--- config.mk ---
export PLATFORM = sky130hd
export DESIGN_NAME = mem_access_unit_flat
export DESIGN_NICKNAME = d
export VERILOG_FILES = /design/src/rtl/mem_access_unit_if.sv /design/src/rtl/mem_access_unit.sv /design/src/flat_wrapper.sv
export SDC_FILE = /design/constraint.sdc
export NUM_CORES = 1
export LEC_CHECK = 0
export CAP_MARGIN = 20
export CORE_MARGIN = 2
export CORE_UTILIZATION = 35
export DETAILED_ROUTE_END_ITERATION = 10
export HOLD_SLACK_MARGIN = 0.08
export MAX_ROUTING_LAYER = met4
export PLACE_DENSITY = 0.87
export SKIP_LAST_GASP = 1
export SYNTH_ARGS = -nofsm -noshare
export SYNTH_HDL_FRONTEND = slang
export SYNTH_SLANG_ARGS = --single-unit
--- constraint.sdc ---
create_clock -name clk -period 4.9 [get_ports clk]
set_clock_uncertainty 0.05 [all_clocks]
set_input_delay 1.47 -clock clk [delete_from_list [all_inputs] [get_ports clk]]
set_output_delay 1.47 -clock clk [all_outputs]
set_load 0.02 [all_outputs]
--- src/rtl/mem_access_unit_if.sv ---
// Data-memory port between the MEM-stage sequencer (master) and data memory (slave).
// Handshake: a request is held stable until the memory answers with mem_resp.
interface mem_access_unit_if;
  logic        mem_read;
  logic        mem_write;
  logic [15:0] mem_address;
  logic [15:0] mem_wdata;
  logic [1:0]  mem_byte_enable;
  logic        mem_resp;
  logic [15:0] mem_rdata;

  modport master (
    output mem_read, mem_write, mem_address, mem_wdata, mem_byte_enable,
    input  mem_resp, mem_rdata
  );

  modport slave (
    input  mem_read, mem_write, mem_address, mem_wdata, mem_byte_enable,
    output mem_resp, mem_rdata
  );
endinterface

--- src/rtl/mem_access_unit.sv ---
// MEM-stage data-memory sequencer for the pipelined LC-3b core: runs LDR/STR/LDB/STB/LDI/STI
// as one or two memory transactions, stalls the pipeline meanwhile, and formats load data.
module mem_access_unit (
  input  logic                      clk,
  input  logic                      reset,
  input  logic                      xm_valid,
  input  logic                      xm_read,
  input  logic                      xm_write,
  input  logic                      xm_indirect,
  input  logic                      xm_byte,
  input  logic [15:0]               xm_addr,
  input  logic [15:0]               xm_wdata,
  mem_access_unit_if.master         mem,
  output logic                      mem_stall,
  output logic                      done,
  output logic [15:0]               rdata
);

  typedef enum logic [1:0] {IDLE, PTR, RD, WR} state_t;

  state_t      state, state_next;
  logic [15:0] ptr_reg;
  logic        mem_op;
  logic        byte_direct;
  logic [15:0] addr_word;
  logic [15:0] data_addr;

  // A simultaneous read and write request is illegal and resolves as a read.
  assign mem_op      = xm_valid & (xm_read | xm_write);
  // Indirect ops ignore the byte flag: the pointed-to access is always a word.
  assign byte_direct = xm_byte & ~xm_indirect;
  assign addr_word   = {xm_addr[15:1], 1'b0};
  assign data_addr   = xm_indirect ? {ptr_reg[15:1], 1'b0}
                     : (xm_byte ? xm_addr : addr_word);

  // NOTE: sequential state uses non-blocking assignments so every flop samples
  // pre-edge values regardless of block ordering.
  always_ff @(posedge clk) begin
    if (reset) begin
      state   <= IDLE;
      ptr_reg <= '0;
    end else begin
      state <= state_next;
      if (state == PTR && mem.mem_resp)
        ptr_reg <= mem.mem_rdata;
    end
  end

  // NOTE: every output gets a default before the case so no path leaves a
  // signal unassigned, which would otherwise infer a latch.
  always_comb begin
    state_next          = state;
    mem.mem_read        = 1'b0;
    mem.mem_write       = 1'b0;
    mem.mem_address     = '0;
    mem.mem_wdata       = '0;
    mem.mem_byte_enable = 2'b11;
    mem_stall           = 1'b0;
    done                = 1'b0;
    rdata               = '0;

    case (state)
      IDLE: begin
        // Any mem_resp here is stale or stray and is deliberately ignored.
        if (mem_op) begin
          mem_stall = 1'b1;
          if (xm_indirect)  state_next = PTR;
          else if (xm_read) state_next = RD;
          else              state_next = WR;
        end
      end

      PTR: begin
        mem.mem_read    = 1'b1;
        mem.mem_address = addr_word;
        mem_stall       = 1'b1;
        if (mem.mem_resp)
          state_next = xm_read ? RD : WR;
      end

      RD: begin
        mem.mem_read    = 1'b1;
        mem.mem_address = data_addr;
        if (mem.mem_resp) begin
          // Stall drops in the final response cycle so X/M advances on this edge.
          done       = 1'b1;
          state_next = IDLE;
          if (byte_direct)
            rdata = xm_addr[0] ? {8'h00, mem.mem_rdata[15:8]}
                               : {8'h00, mem.mem_rdata[7:0]};
          else
            rdata = mem.mem_rdata;
        end else begin
          mem_stall = 1'b1;
        end
      end

      WR: begin
        mem.mem_write   = 1'b1;
        mem.mem_address = data_addr;
        if (byte_direct) begin
          mem.mem_wdata       = {xm_wdata[7:0], xm_wdata[7:0]};
          mem.mem_byte_enable = xm_addr[0] ? 2'b10 : 2'b01;
        end else begin
          mem.mem_wdata = xm_wdata;
        end
        if (mem.mem_resp) begin
          done       = 1'b1;
          state_next = IDLE;
        end else begin
          mem_stall = 1'b1;
        end
      end

      default: state_next = IDLE;
    endcase
  end

endmodule

--- src/flat_wrapper.sv ---
// flat-port wrapper written by rule: the top's interface ports become plain ports
module mem_access_unit_flat 
  (clk, reset, xm_valid, xm_read, xm_write, xm_indirect, xm_byte, xm_addr, xm_wdata, mem_stall, done, rdata, mem_mem_read, mem_mem_write, mem_mem_address, mem_mem_wdata, mem_mem_byte_enable, mem_mem_resp, mem_mem_rdata);
  mem_access_unit_if mem_i ();
  input  logic clk;
  input  logic reset;
  input  logic xm_valid;
  input  logic xm_read;
  input  logic xm_write;
  input  logic xm_indirect;
  input  logic xm_byte;
  input  logic [15:0] xm_addr;
  input  logic [15:0] xm_wdata;
  output logic mem_stall;
  output logic done;
  output logic [15:0] rdata;
  output wire logic [$bits(mem_i.mem_read)-1:0] mem_mem_read;
  output wire logic [$bits(mem_i.mem_write)-1:0] mem_mem_write;
  output wire logic [$bits(mem_i.mem_address)-1:0] mem_mem_address;
  output wire logic [$bits(mem_i.mem_wdata)-1:0] mem_mem_wdata;
  output wire logic [$bits(mem_i.mem_byte_enable)-1:0] mem_mem_byte_enable;
  input wire logic [$bits(mem_i.mem_resp)-1:0] mem_mem_resp;
  input wire logic [$bits(mem_i.mem_rdata)-1:0] mem_mem_rdata;
  assign mem_mem_read = mem_i.mem_read;
  assign mem_mem_write = mem_i.mem_write;
  assign mem_mem_address = mem_i.mem_address;
  assign mem_mem_wdata = mem_i.mem_wdata;
  assign mem_mem_byte_enable = mem_i.mem_byte_enable;
  assign mem_i.mem_resp = mem_mem_resp;
  assign mem_i.mem_rdata = mem_mem_rdata;
  mem_access_unit u_core (.clk(clk), .reset(reset), .xm_valid(xm_valid), .xm_read(xm_read), .xm_write(xm_write), .xm_indirect(xm_indirect), .xm_byte(xm_byte), .xm_addr(xm_addr), .xm_wdata(xm_wdata), .mem(mem_i), .mem_stall(mem_stall), .done(done), .rdata(rdata));
endmodule
==> results of run 1 <==
[area by class of cell]
| cell class | count | area share [%] |
|---|---|---|
| well taps | 48 | 2.34 |
| clock inverters | 1 | 0.195 |
| multi-input cells | 156 | 35.2 |
| inverters | 3 | 0.438 |
| flip-flops and latches | 17 | 13.2 |
| repair buffers | 118 | 47.0 |
| clock buffers | 3 | 1.61 |
[synth_stat cells]
| master | count | area [sq um] |
|---|---|---|
| a21boi_0 | 8 | 60.1 |
| a21oi_4 | 1 | 16.3 |
| o2bb2ai_1 | 2 | 17.5 |
| or2_4 | 1 | 8.76 |
| nand3_1 | 9 | 45.0 |
| buf_1 | 1 | 3.75 |
| nand2_1 | 58 | 218 |
| a22o_1 | 15 | 131 |
| inv_1 | 3 | 11.3 |
| mux2i_1 | 3 | 30.0 |
| ha_1 | 4 | 50.1 |
| buf_6 | 1 | 11.3 |
| dfxtp_1 | 17 | 340 |
| o21ai_0 | 2 | 10.0 |
| buf_2 | 4 | 20.0 |
| a211oi_1 | 1 | 7.51 |
| nor2b_1 | 2 | 12.5 |
| clkbuf_2 | 1 | 5.00 |
| clkbuf_1 | 7 | 26.3 |
| nor3_1 | 2 | 10.0 |
| nor2_1 | 3 | 11.3 |
| and2_1 | 17 | 106 |
| a21oi_1 | 23 | 115 |
| nor3b_2 | 1 | 12.5 |
| nor2_2 | 1 | 6.26 |
| nand3b_1 | 1 | 7.51 |
| nand2b_1 | 2 | 12.5 |
[kinds of logic (layout without fill, tap and decap cells)]
group,Yosys count,in the layout,share of synthesized area [%]
compound gates,52,52,27.4
fa+ha+maj,4,4,3.83
buf+inv,17,125,5.94
flops,17,17,26.1
mux,3,3,2.30
simple gates,97,97,34.5
[metrics by stage]
stage | std cells | hold slack (ns)
2_1_floorplan | 190 | 0.386
3_3_place_gp | 342 | 0.393
3_5_place_dp | 342 | 0.398
4_1_cts | 346 | 0.407
5_1_grt | 346 | 0.429
6_report | 346 | 0.406
[per-layer routing]
metal	wire [um]	up-vias
li1	-	860
met2	2310	90
met4	126	0
met5	0	-
met3	349	10
met1	1920	776
[critical path: cells and delay by family]
kind,cells,cell delay [ns]
AOI/OAI and AO/OA,1,0.16
buffers and inverters,3,1.35
and+or+nand+nor,2,0.29
[timing repair]
| action | 4_1_cts | 5_1_grt |
|---|---|---|
| gates resized for setup | 2 | 18 |
| endpoints found under the hold margin | 0 | 0 |
| setup endpoints to repair | 10 | 32 |
[how the worst min path moves through the flow]
stage,startpoint,end,cells after the start
6_report,u_core.ptr_reg[5]$_SDFFE_PP0P_,u_core.ptr_reg[5]$_SDFFE_PP0P_,2
3_3_place_gp,u_core.ptr_reg[2]$_SDFFE_PP0P_,u_core.ptr_reg[2]$_SDFFE_PP0P_,2
5_1_grt,u_core.ptr_reg[15]$_SDFFE_PP0P_,u_core.ptr_reg[15]$_SDFFE_PP0P_,2
2_1_floorplan,u_core.ptr_reg[10]$_SDFFE_PP0P_,u_core.ptr_reg[10]$_SDFFE_PP0P_,2
3_5_place_dp,u_core.ptr_reg[4]$_SDFFE_PP0P_,u_core.ptr_reg[4]$_SDFFE_PP0P_,2
4_1_cts,u_core.ptr_reg[4]$_SDFFE_PP0P_,u_core.ptr_reg[4]$_SDFFE_PP0P_,2
[power breakdown]
group	total (mW)	leakage (nW)	switching, mW	internal (mW)
clock network	0.107	0.0255	0.0509	0.0564
logic	0.520	1.05	0.267	0.253
registers	0.179	0.138	0.0173	0.162
==> impl_metrics.ini, run 1 <==
[outcome]
status = finished, final reports clean

[critical_path]
worstPathCellList = clkdlybuf4s50_1 -> nor2b_4 -> buf_4 -> nand2_1 -> a21boi_0 -> clkdlybuf4s50_1
required_worst_endpoint_ns = 3.38
r2r_setup_slack_ns = 3.24
crit_path_start_kind = input pin
setup.worst_path.end = mem_mem_wdata[15]
crit_path_capture_type = output pin
reg2reg_to = u_core.state[0]$_SDFFE_PP0P_
slowest_delay_ns = 0.63
depth_of_the_worst_register_to_register_path = 6
worstSetupStartpoint = xm_indirect
crit_path_frequent_cell = clkdlybuf4s50_1
worstPathArrival_ns = 3.28
critical_path_class = in2out
highest_net_fanout_along_the_worst_path = 10
crit_path_top_delay_cell = clkdlybuf4s50_1
regToRegStartpoint = u_core.state[1]$_SDFFE_PP0P_

[placed_design]
pre_cts_slack_ns = -0.0351
detailed_place.area_sq_mm = 0.00247
gp_routability_congestion = 0.873
hpwl_um = 3620
buffer_ports.inserted = 109

[timing]
worst_pin_slew_ns = 0.600
setup_violations = 0
rsz_0062_raised_after_global_routing = true
finalCritPeriodShare_pct = 98.0
slew-limit-headroom_pct = 59.9
fmax_mhz = 208
finalMaxSlewViolations = 0
finalSetupTns_ns = 0
timing.final.ws_setup_ns = 0.100
min_period_ns = 4.80
hold_violations = 0

[layout]
layout_commonest_cell = clkdlybuf4s50_1
areaGrowthSynthToFinish_pct = 96.7
largest_reg_flops = 15
final_layout_size_suffix_gt1_share_pct = 7.05
fillerInstances = 292
design.final.nets = 359
multi_input_area_sq_um = 903
final_core_util_pct = 70.7
final_design_area_no_fill_sq_mm = 0.00257
final-seq-area_sq_um = 340
antenna_cells_inserted = 0
layout.cells.most_common_list = 94 x clkdlybuf4s50_1, 57 x nand2_1, 23 x a21oi_1, 17 x and2_1, 17 x dfxtp_1

[clock_network]
tritoncts = built
clk-insertion-delay-late_ns = 0.25
numCtsBuffers = 3
cts_hold_buffers = 0
clockBufferDepth = 2
tritoncts_num_sinks = 17
clock_tree.root_cell = clkbuf_8
clock_transition_time_at_the_flip_flop_clock_pins_of_the_worst_setup_and_hold_paths_ns = 0.07
cts.repair_timing.setup_buffer_count = 0
htree_levels = 1

[global_route]
globalRouteOverflowTotal = 0
busiest_layer = met2
grt_use_met3_pct = 3.08
grt_pass1_vias = 1626
wire_length_of_the_first_global_routing_pass_um = 7380
track_usage_pct = 22.5
grt_start_max_net_pins = 21
met2_usage_pct = 39.3
grt_antenna_before_repair = 0
grt.met1_usage_pct = 26.5

[route]
drtIter0Drc = 135
post_drt_via_cell_ratio = 5.02
detail_route.wl_per_cell_um = 13.6
firstDrtPassIters = 4
drt_wl_total_um = 4710
antenna_left = 0
remaining_drc_errors = 0
dr_total_vias = 1736

[synthesis]
post_synth.cell_area_avg_sq_um = 6.88
syn_nets = 250
netlist_area_sq_mm = 0.00131
yosys_register_bits = 17
postSynthCellCount = 190
synthDistinctLibCells = 27
sequential_element_share_of_the_synthesized_area_pct = 26.1
yosys_warnings = 0

[floorplan]
floorplan.die_area_sq_mm = 0.00424
start_util_pct = 36.0
die_height_um = 65.1
placementRows = 22
dieWidth_um = 65.1
io-pin-count = 110
design.core.area_sq_mm = 0.00363

[pwr]
totalPowerFinal_mw = 0.806
leakagePower_nw = 1.21
power-per-cell-area_mw_per_mm2 = 314
worst_vdd_ir_uv = 153

[min_path]
hold_path.class = reg2reg

[run]
drv_cap = 0
Note: power is estimated with default switching activity, not from simulation.
==> run 2: changes to the inputs <==
==> constraint.sdc (replaced) <==
create_clock -name clk -period 5.55 [get_ports clk]
set_clock_uncertainty 0.05 [all_clocks]
set_input_delay 1.665 -clock clk [delete_from_list [all_inputs] [get_ports clk]]
set_output_delay 1.665 -clock clk [all_outputs]
set_load 0.02 [all_outputs]
==> impl_metrics.ini, run 2 (synthesized netlist as in run 1, its figures left out) <==
[critical_path]
crit_cells = 5
depth_of_the_worst_register_to_register_path = 5
crit_path_capture_type = output pin
highest_net_fanout_along_the_worst_path = 15
worstPathArrival_ns = 3.67
critical_path.n_buffers_inverters = 2
r2r_setup_slack_ns = 3.71
required_worst_endpoint_ns = 3.84
crit_path_start_kind = input pin
worstPathCellList = clkdlybuf4s50_1 -> or2_4 -> a21oi_4 -> a22o_1 -> clkdlybuf4s50_1
crit_path_top_delay_cell = clkdlybuf4s50_1
crit_family = buffers and inverters
crit_path_frequent_cell = clkdlybuf4s50_1
slowest_delay_ns = 0.60
critical_path_class = in2out

[layout]
final-seq-area_sq_um = 340
antenna_cells_inserted = 0
areaGrowthSynthToFinish_pct = 90.0
fillerInstances = 335
largest_reg_flops = 15
final_layout_size_suffix_gt1_share_pct = 4.75
layout_commonest_cell = clkdlybuf4s50_1
layout.cells.most_common_list = 109 x clkdlybuf4s50_1, 58 x nand2_1, 23 x a21oi_1, 17 x and2_1, 17 x dfxtp_1
multi_input_area_sq_um = 888
design.final.nets = 356

[outcome]
status = finished, final reports clean

[clock_network]
clock_tree.root_cell = clkbuf_8
clockBufferDepth = 2
tritoncts_num_sinks = 17
clock_transition_time_at_the_flip_flop_clock_pins_of_the_worst_setup_and_hold_paths_ns = 0.07
cts_hold_buffers = 0
cts.repair_timing.setup_buffer_count = 0
numCtsBuffers = 3
tritoncts = built
htree_levels = 1
cts.repair.resized = 0
clk-insertion-delay-late_ns = 0.25

[placed_design]
gp_routability_congestion = 0.885
pre_cts_slack_ns = 0.178
hpwl_um = 3600
buffer_ports.inserted = 109

[global_route]
grt_start_max_net_pins = 22
grt_antenna_before_repair = 0
grt_pass1_vias = 1654
wire_length_of_the_first_global_routing_pass_um = 7320
track_usage_pct = 22.5
globalRouteOverflowTotal = 0

[route]
drt_wl_total_um = 4550
remaining_drc_errors = 0
antenna_left = 0
dr_total_vias = 1734
drtIter0Drc = 80
firstDrtPassIters = 4
post_drt_via_cell_ratio = 5.06
detail_route.wl_per_cell_um = 13.3

[min_path]
hold_path.class = reg2reg
hold_depth = 2

[timing]
timing.final.ws_setup_ns = 0.169
hold_violations = 0
rsz_0062_raised_after_global_routing = false
finalSetupTns_ns = 0
min_period_ns = 5.38
setup_violations = 0
slew-limit-headroom_pct = 57.4
finalMaxSlewViolations = 0
worst_pin_slew_ns = 0.637
finalCritPeriodShare_pct = 97.0
fmax_mhz = 186

[pwr]
worst_vdd_ir_uv = 167
power-per-cell-area_mw_per_mm2 = 280
leakagePower_nw = 0.915

[floorplan]
die_height_um = 65.1
design.core.area_sq_mm = 0.00363
io-pin-count = 110
dieWidth_um = 65.1
start_util_pct = 36.0
floorplan.die_area_sq_mm = 0.00424
placementRows = 22

[run]
drv_cap = 0
run 2: final timing paths:
| check | startpoint | to |
|---|---|---|
| min reg2reg | u_core.ptr_reg[14]$_SDFFE_PP0P_ | u_core.ptr_reg[14]$_SDFFE_PP0P_ |
| max reg2reg | u_core.state[0]$_SDFFE_PP0P_ | u_core.state[0]$_SDFFE_PP0P_ |
| min | u_core.ptr_reg[14]$_SDFFE_PP0P_ | u_core.ptr_reg[14]$_SDFFE_PP0P_ |
| max | xm_indirect | mem_mem_address[2] |
run 2: layout make-up:
cell class	instances	share of cell area, %
clock buffer	3	1.66
tap	48	2.42
inverter	3	0.454
timing repair buffer	115	45.8
multi-input combinational	156	35.8
sequential	17	13.7
clock inverter	1	0.202
run 2: metal layers:
metal	GRT usage [%]	vias up	wire [um]
met4	8.59	0	129
met1	26.3	779	1810
met3	3.25	12	350
met5	-	-	0
li1	-	856	-
met2	39.3	87	2260
run 2: report_power, final:
part	internal (mW)	switching, mW	total (mW)
clock	0.0497	0.0411	0.0908
sequential	0.143	0.0165	0.159
combinational	0.215	0.231	0.446
run 2: per-stage QoR:
stage | area (sq um) | utilization, % | hold slack (ns) | instances | power [mW]
final | 2480 | 68.3 | 0.407 | 343 | 0.696
after global routing | 2480 | 68.3 | 0.423 | 343 | 0.741
after CTS | 2480 | 68.3 | 0.408 | 343 | 0.700
after detailed placement | 2440 | 67.0 | 0.399 | 339 | 0.609
after global placement | 2440 | 67.0 | 0.392 | 339 | 0.607
after floorplan | 1310 | - | 0.386 | 190 | 0.427
run 2: worst min-delay path, delay by kind of cell, from the launching register on:
kind | cells | cell delay (ns)
flops | 1 | 0.31
simple gates | 1 | 0.05
compound gates | 1 | 0.05
==> run 3: changes to the inputs <==
==> constraint.sdc (replaced) <==
create_clock -name clk -period 5.55 [get_ports clk]
set_clock_uncertainty 0.05 [all_clocks]
set_input_delay 1.665 -clock clk [delete_from_list [all_inputs] [get_ports clk]]
set_output_delay 1.665 -clock clk [all_outputs]
set_load 0.01 [all_outputs]
==> impl_metrics.ini, run 3 (synthesized netlist as in run 1, its figures left out) <==
[placed_design]
pre_cts_slack_ns = 0.226
hpwl_um = 3570
gp_routability_congestion = 0.884
buffer_ports.inserted = 109

[critical_path]
required_worst_endpoint_ns = 3.84
crit_path_capture_type = output pin
critical_path_class = in2out
highest_net_fanout_along_the_worst_path = 15
crit_path_start_kind = input pin
worstPathArrival_ns = 3.64

[global_route]
track_usage_pct = 22.8
grt_start_max_net_pins = 22
wire_length_of_the_first_global_routing_pass_um = 7430
globalRouteOverflowTotal = 0
grt_antenna_before_repair = 0
grt_pass1_vias = 1690

[timing]
setup_violations = 0
finalCritPeriodShare_pct = 96.6
slew-limit-headroom_pct = 58.4
finalSetupTns_ns = 0
finalMaxSlewViolations = 0
rsz_0062_raised_after_global_routing = false
fmax_mhz = 187
min_period_ns = 5.36
timing.final.ws_setup_ns = 0.190
worst_pin_slew_ns = 0.621
hold_violations = 0

[layout]
areaGrowthSynthToFinish_pct = 90.0
final_core_util_pct = 68.3
layout.cells.most_common_list = 109 x clkdlybuf4s50_1, 58 x nand2_1, 23 x a21oi_1, 17 x and2_1, 17 x dfxtp_1
antenna_cells_inserted = 0
largest_reg_flops = 15
layout_commonest_cell = clkdlybuf4s50_1
design.final.nets = 356
final_layout_size_suffix_gt1_share_pct = 4.75

[route]
detail_route.wl_per_cell_um = 13.4
antenna_left = 0
firstDrtPassIters = 4
drtIter0Drc = 60
remaining_drc_errors = 0
dr_total_vias = 1730
drt_wl_total_um = 4610
post_drt_via_cell_ratio = 5.04

[floorplan]
start_util_pct = 36.0
die_height_um = 65.1
placementRows = 22
io-pin-count = 110
design.core.area_sq_mm = 0.00363
dieWidth_um = 65.1
floorplan.die_area_sq_mm = 0.00424

[clock_network]
htree_levels = 1
cts_hold_buffers = 0
clk-insertion-delay-late_ns = 0.25
tritoncts_num_sinks = 17
cts.repair_timing.setup_buffer_count = 0
cts.repair.resized = 0
clock_tree.root_cell = clkbuf_8
clockBufferDepth = 2
numCtsBuffers = 3
clock_transition_time_at_the_flip_flop_clock_pins_of_the_worst_setup_and_hold_paths_ns = 0.06
tritoncts = built

[pwr]
worst_vdd_ir_uv = 135
power_frac_comb_pct = 61.5
net_switching_power_figure_mw = 0.248
power.share.switching_pct = 37.8
power-per-cell-area_mw_per_mm2 = 264
seqPwrFrac_pct = 24.3
total_internal_power_mw = 0.408
clock_network_fraction_of_total_power_pct = 14.2
leakagePower_nw = 0.915

[outcome]
status = finished, final reports clean

[run]
drv_cap = 0

[min_path]
hold_path.class = reg2reg
-- run 3: cell type report --
class	instances	area, sq um
fill	328	1150
timing repair buffer	115	1140
multi-input combinational	156	888
sequential	17	340
tap	48	60.1
clock buffer	3	41.3
inverter	3	11.3
clock inverter	1	5.00
-- run 3: power by group through the flow --
stage | sequential (mW) | clock, mW | combinational, mW
after global placement | 0.161 | 0 | 0.398
after global routing | 0.162 | 0.0981 | 0.441
after CTS | 0.160 | 0.0938 | 0.407
after detailed placement | 0.162 | 0 | 0.403
after floorplan | 0.156 | 0 | 0.226
final | 0.160 | 0.0931 | 0.404
-- run 3: through the flow --
stage	std cells	instance area (sq um)	hold slack, ns	power [mW]
after floorplan	190	1310	0.386	0.382
after global placement	339	2440	0.393	0.559
after detailed placement	339	2440	0.399	0.566
after CTS	343	2480	0.410	0.660
after global routing	343	2480	0.434	0.701
final	343	2480	0.408	0.656
-- run 3: final timing paths --
kind	start	to	slack, ns	depth (start not counted)
setup reg to reg	u_core.state[1]$_SDFFE_PP0P_	u_core.state[1]$_SDFFE_PP0P_	3.67	5
setup / recovery	xm_indirect	mem_mem_address[2]	0.19	5
hold reg to reg	u_core.ptr_reg[2]$_SDFFE_PP0P_	u_core.ptr_reg[2]$_SDFFE_PP0P_	0.41	2
hold / removal	u_core.ptr_reg[2]$_SDFFE_PP0P_	u_core.ptr_reg[2]$_SDFFE_PP0P_	0.41	2
-- run 3: critical path, stage by stage --
cell and delay [ns]:
clkdlybuf4s50_1 0.51, or2_4 0.31, a21oi_4 0.38, a22o_1 0.23, clkdlybuf4s50_1 0.54
-- run 3: metal layers --
layer | track usage, % | share of wire (%) | up-vias
met5 | - | 0 | -
met4 | 8.33 | 1.5 | 0
met3 | 3.42 | 9.3 | 6
met2 | 40.7 | 48 | 88
met1 | 26.1 | 41 | 784
li1 | - | - | 852
==> variant 1, RTL diff (flow settings as in run 2) <==
Encoding of `state_t`: now Gray code (2 bits for 4 states).
--- a/src/rtl/mem_access_unit.sv
+++ b/src/rtl/mem_access_unit.sv
@@ -16,7 +16,7 @@
   output logic [15:0]               rdata
 );
 
-  typedef enum logic [1:0] {IDLE, PTR, RD, WR} state_t;
+  typedef enum logic [1:0] {IDLE = 2'b00, PTR = 2'b01, RD = 2'b11, WR = 2'b10} state_t;
 
   state_t      state, state_next;
   logic [15:0] ptr_reg;
Function: same outputs for any inputs over 10 cycles, from zero or initial values and one cycle with reset high; not proved beyond that.
==> variant 1 against run 2 <==
- final cell count increased by 6.4%
- synthesized area increased by 13%
- die area increased by 12%
- sequential share of layout area decreased by 0.49 points
- cell area increased by 3.7%
- count of clock-buffer cells in the layout increased by 1
- synthesized cell count increased by 12%
- worst setup slack improved by 0.20 ns
- sequential cell count unchanged
- routed wire length increased by 13%
- critical endpoint is now mem_mem_wdata[10]
Power is not compared: it rests on default switching activity, and its combinational part moved more than twofold at a synthesized area within 25%.
==> variant 1: results (changes against run 2) <==
area post-placement = 2530 sq um (+3.8%)
largest net degree at the start of global routing = 20 (-9.1%)
count of multi-input gates = 176 (+13%)
Seq/total area = 0.132 (-0.00487)
invs w/o clock = 4 (+1)
initial DRC count = 127 (+59%)
Place WS = 0.377 ns (+0.199 ns)
Synth area leaders = dfxtp_1 23%, nand2_1 17%, mux2i_1 10%, a21oi_1 7.5%, and2_1 6.8%
Seq/Total Area, Yosys = 0.231 (-0.0292)
Tot GR Track Use = 0.228 (+0.00334)
Avg Synthesized Cell Area = 6.91 sq um (+0.48%)
Non-clk bufs = 114 (-0.87%)
Synth cell types = 33 (+22%)
largest fanout on the critical path = 17 (+2)
outcome = finished clean
ClkCell Share = 0.0175 (-0.00115)
NonClk Buf Share = 0.439 (-0.0192)
met2 usage = 0.422 (+0.0288)
critical path arrival = 3.46 ns (-0.21 ns)
final net count = 372 (+4.5%)
Placer Congestion = 0.875 (-1.1%)
Switch Pwr = 0.000133 W
fraction of area in multi-input gates = 0.382 (+0.0238)
met3 Use GR = 0.0227 (-0.00981)
# diodes = 0 (unchanged)
fillcell total = 375 (+12%)
WL met2 = 2650 um (+17%)
final instance area = 2570 sq um (+3.7%)
clock buffers = 4 (+1)
DRT met1 WL = 2120 um (+17%)
fraction of layout cells with a size suffix above 1 = 0.0857 (+0.0383)
placed cell count = 361 (+6.5%)
Worst Tran Pin Value = 0.858 ns (+0.221 ns)
vias per std cell = 5.04 (-0.34%)
vias in the first global route = 1733 (+4.8%)
global-route wire length before repair = 7940 um (+8.4%)
GRT met1 Usage = 0.263 (about the same)
worst hold start = u_core.ptr_reg[7]
HPWL Detailed = 4100 um (+14%)
maximum vdd drop = 97.0 uV
==> variant 1: cell types whose count changed after synthesis, sizes merged, moves of 4 or more <==
cell	run 2	this run
o21ai	2	16
buf	6	13
a21boi	8	1
a22o	15	0
nand2	58	70
clkbuf	8	2
a21oi	24	32
mux2i	3	15
ha	4	0
==> variant 1: logic make-up (layout without fill, tap and decap cells) <==
family | count (synthesis) | count (layout) | share of synthesized area
buf+inv | 20 | 122 | 0.101
compound gates | 53 | 53 | 0.214
flops | 17 | 17 | 0.231
mux | 15 | 15 | 0.102
simple gates | 108 | 108 | 0.351
==> variant 1: final timing paths <==
| path | cells past startpoint | end | slack (ns) |
|---|---|---|---|
| hold reg to reg | 2 | u_core.ptr_reg[7] | 0.41 |
| setup reg to reg | 3 | u_core.ptr_reg[11] | 4.04 |
| hold / removal | 2 | u_core.ptr_reg[7] | 0.41 |
| setup / recovery | 6 | mem_mem_wdata[10] | 0.37 |
==> variant 2, RTL diff (settings of run 2) <==
Made on the original files. Make the reset (`reset`) asynchronous in one clocked block.
--- a/src/rtl/mem_access_unit.sv
+++ b/src/rtl/mem_access_unit.sv
@@ -35,7 +35,7 @@
 
   // NOTE: sequential state uses non-blocking assignments so every flop samples
   // pre-edge values regardless of block ordering.
-  always_ff @(posedge clk) begin
+  always_ff @(posedge clk or posedge reset) begin
     if (reset) begin
       state   <= IDLE;
       ptr_reg <= '0;
Formal check against the unedited RTL: differs if reset is asserted again (counterexample within 4 cycles, from zero or initial values and one cycle with reset high); with reset held inactive, the same outputs for 10 cycles.
==> variant 2 against run 2 <==
- fmax up 1.7%
- routed wire length up 0.29%
- combinational power up 49%
- sequential power up 43%
- worst setup slack better by 0.093 ns
- synthesized cell count down 17%
- core utilization up 0.87 points
- synthesized area up 4.8%
- cell area up 3.6%
- sequential cell count unchanged
- total power up 41%
- final cell count down 7.6%
- critical path type unchanged
- largest power group unchanged
- highest routed layer unchanged
==> variant 2: results (changes against run 2) <==
outcome = finished clean
fillcell total = 313 (-6.6%)
Synth cell types = 30 (+11%)
slew margin rel. = 0.559 (-0.0150)
vias per std cell = 4.90 (-3.2%)
Synth area leaders = dfrtp_1 31%, mux2_2 12%, a22o_1 9.6%, nand2_1 7.4%, and2_1 7.3%
global-route wire length before repair = 6900 um (-5.7%)
DRT met1 WL = 1940 um (+7.2%)
DR WL/cell = 14.4 um (+8.5%)
fraction of registers with async set/reset = 1.00 (+1.00)
syn nets = 218 (-13%)
final net count = 330 (-7.3%)
FF-to-FF setup slack = 3.61 ns (-0.10 ns)
number of synthesized flops with an enable pin = 0 (unchanged)
fraction of layout cells with a size suffix above 1 = 0.115 (+0.0678)
vias in the first global route = 1457 (-12%)
Leakage = 1.03 nW (+13%)
HPWL Detailed = 3600 um (-0.14%)
largest net degree at the start of global routing = 23 (+4.5%)
synth cell count leaders = 27 x nand2_1, 17 x dfrtp_1, 16 x and2_1, 15 x a22o_1, 15 x mux2_2
clock root cell = clkbuf_8
Most used DFF post-synth = dfrtp_1
initial DRC count = 51 (-36%)
routed wl met3 = 281 um (-20%)
Seq/Total Area, Yosys = 0.311 (+0.0502)
Placer Congestion = 0.826 (-6.7%)
R2R cell count = 4 (-1)
Post-Route WL = 4560 um (+0.29%)
largest fanout on the critical path = 8 (-7)
placed cell count = 313 (-7.7%)
Hold Path Stages = 1 (-1)
maximum vdd drop = 284 uV (+70%)
Avg Synthesized Cell Area = 8.66 sq um (+26%)
Tot GR Track Use = 0.215 (-0.00992)
initial antenna violation count = 0 (unchanged)
WL met2 = 2290 um (+1.7%)
-- variant 2: cell count changes after synthesis, moves of 2 or more --
cell and delta:
dfrtp_1 +17, inv_1 +3, a21boi_2 +4, mux2i_1 -2, nand3_1 +3, o2bb2ai_1 -2
nand2_1 -31, a21oi_1 -14, clkbuf_1 -3, dfxtp_1 -17, mux2_2 +15, a21boi_0 -4
-- variant 2: where the power goes --
part           internal, W  switching [W]  leakage [nW]
combinational     0.000348       0.000316         0.810
clock            0.0000510      0.0000412        0.0228
sequential        0.000188      0.0000395         0.202
-- variant 2: layout make-up --
class	count	area share
clock buffer	4	0.0175
timing repair buffer	116	0.445
sequential	17	0.165
inverter	6	0.00876
multi-input combinational	126	0.340
tap	48	0.0234
-- variant 2: logic make-up (layout without fill, tap and decap cells) --
family                     after synthesis  after routing  synth area share
and+or+nand+nor                         67             67             0.250
AOI/OAI and AO/OA                       39             39             0.222
DFF                                     17             17             0.311
muxes                                   16             16             0.131
buffers and inverters                   15            126            0.0503
adders and majority gates                4              4            0.0366
-- variant 2: through the flow --
step	hold WS, ns	util	total power (W)	setup WS (ns)	cell area (sq um)
floorplan	0.430	-	0.000617	1.22	1370
global placement	0.439	0.680	0.000880	0.287	2530
detailed placement	0.445	0.680	0.000895	0.271	2530
CTS	0.460	0.692	0.000991	0.269	2570
global route	0.479	0.692	0.00105	0.132	2570
finish	0.458	0.692	0.000983	0.262	2570
-- variant 2: final timing paths --
path,startpoint,endpoint
worst min-delay path,u_core.ptr_reg[14],u_core.ptr_reg[14]
max in group asynchronous,reset,u_core.ptr_reg[5]
worst max-delay path,xm_indirect,rdata[15]
worst max register to register,u_core.state[1],u_core.state[1]
min in group asynchronous,reset,u_core.ptr_reg[2]
worst min register to register,u_core.ptr_reg[14],u_core.ptr_reg[14]
-- variant 2: critical path: stages --
cell and delay [ns]:
clkdlybuf4s50_1 0.57, nor2b_1 0.13, nor2_1 0.40, and2_1 0.20, clkdlybuf4s50_1 0.60
-- variant 2: routing by layer --
metal	track usage	vias up
li1	-	781
met1	0.257	708
met2	0.360	58
met3	0.0557	5
met4	0.0587	0
met5	-	-
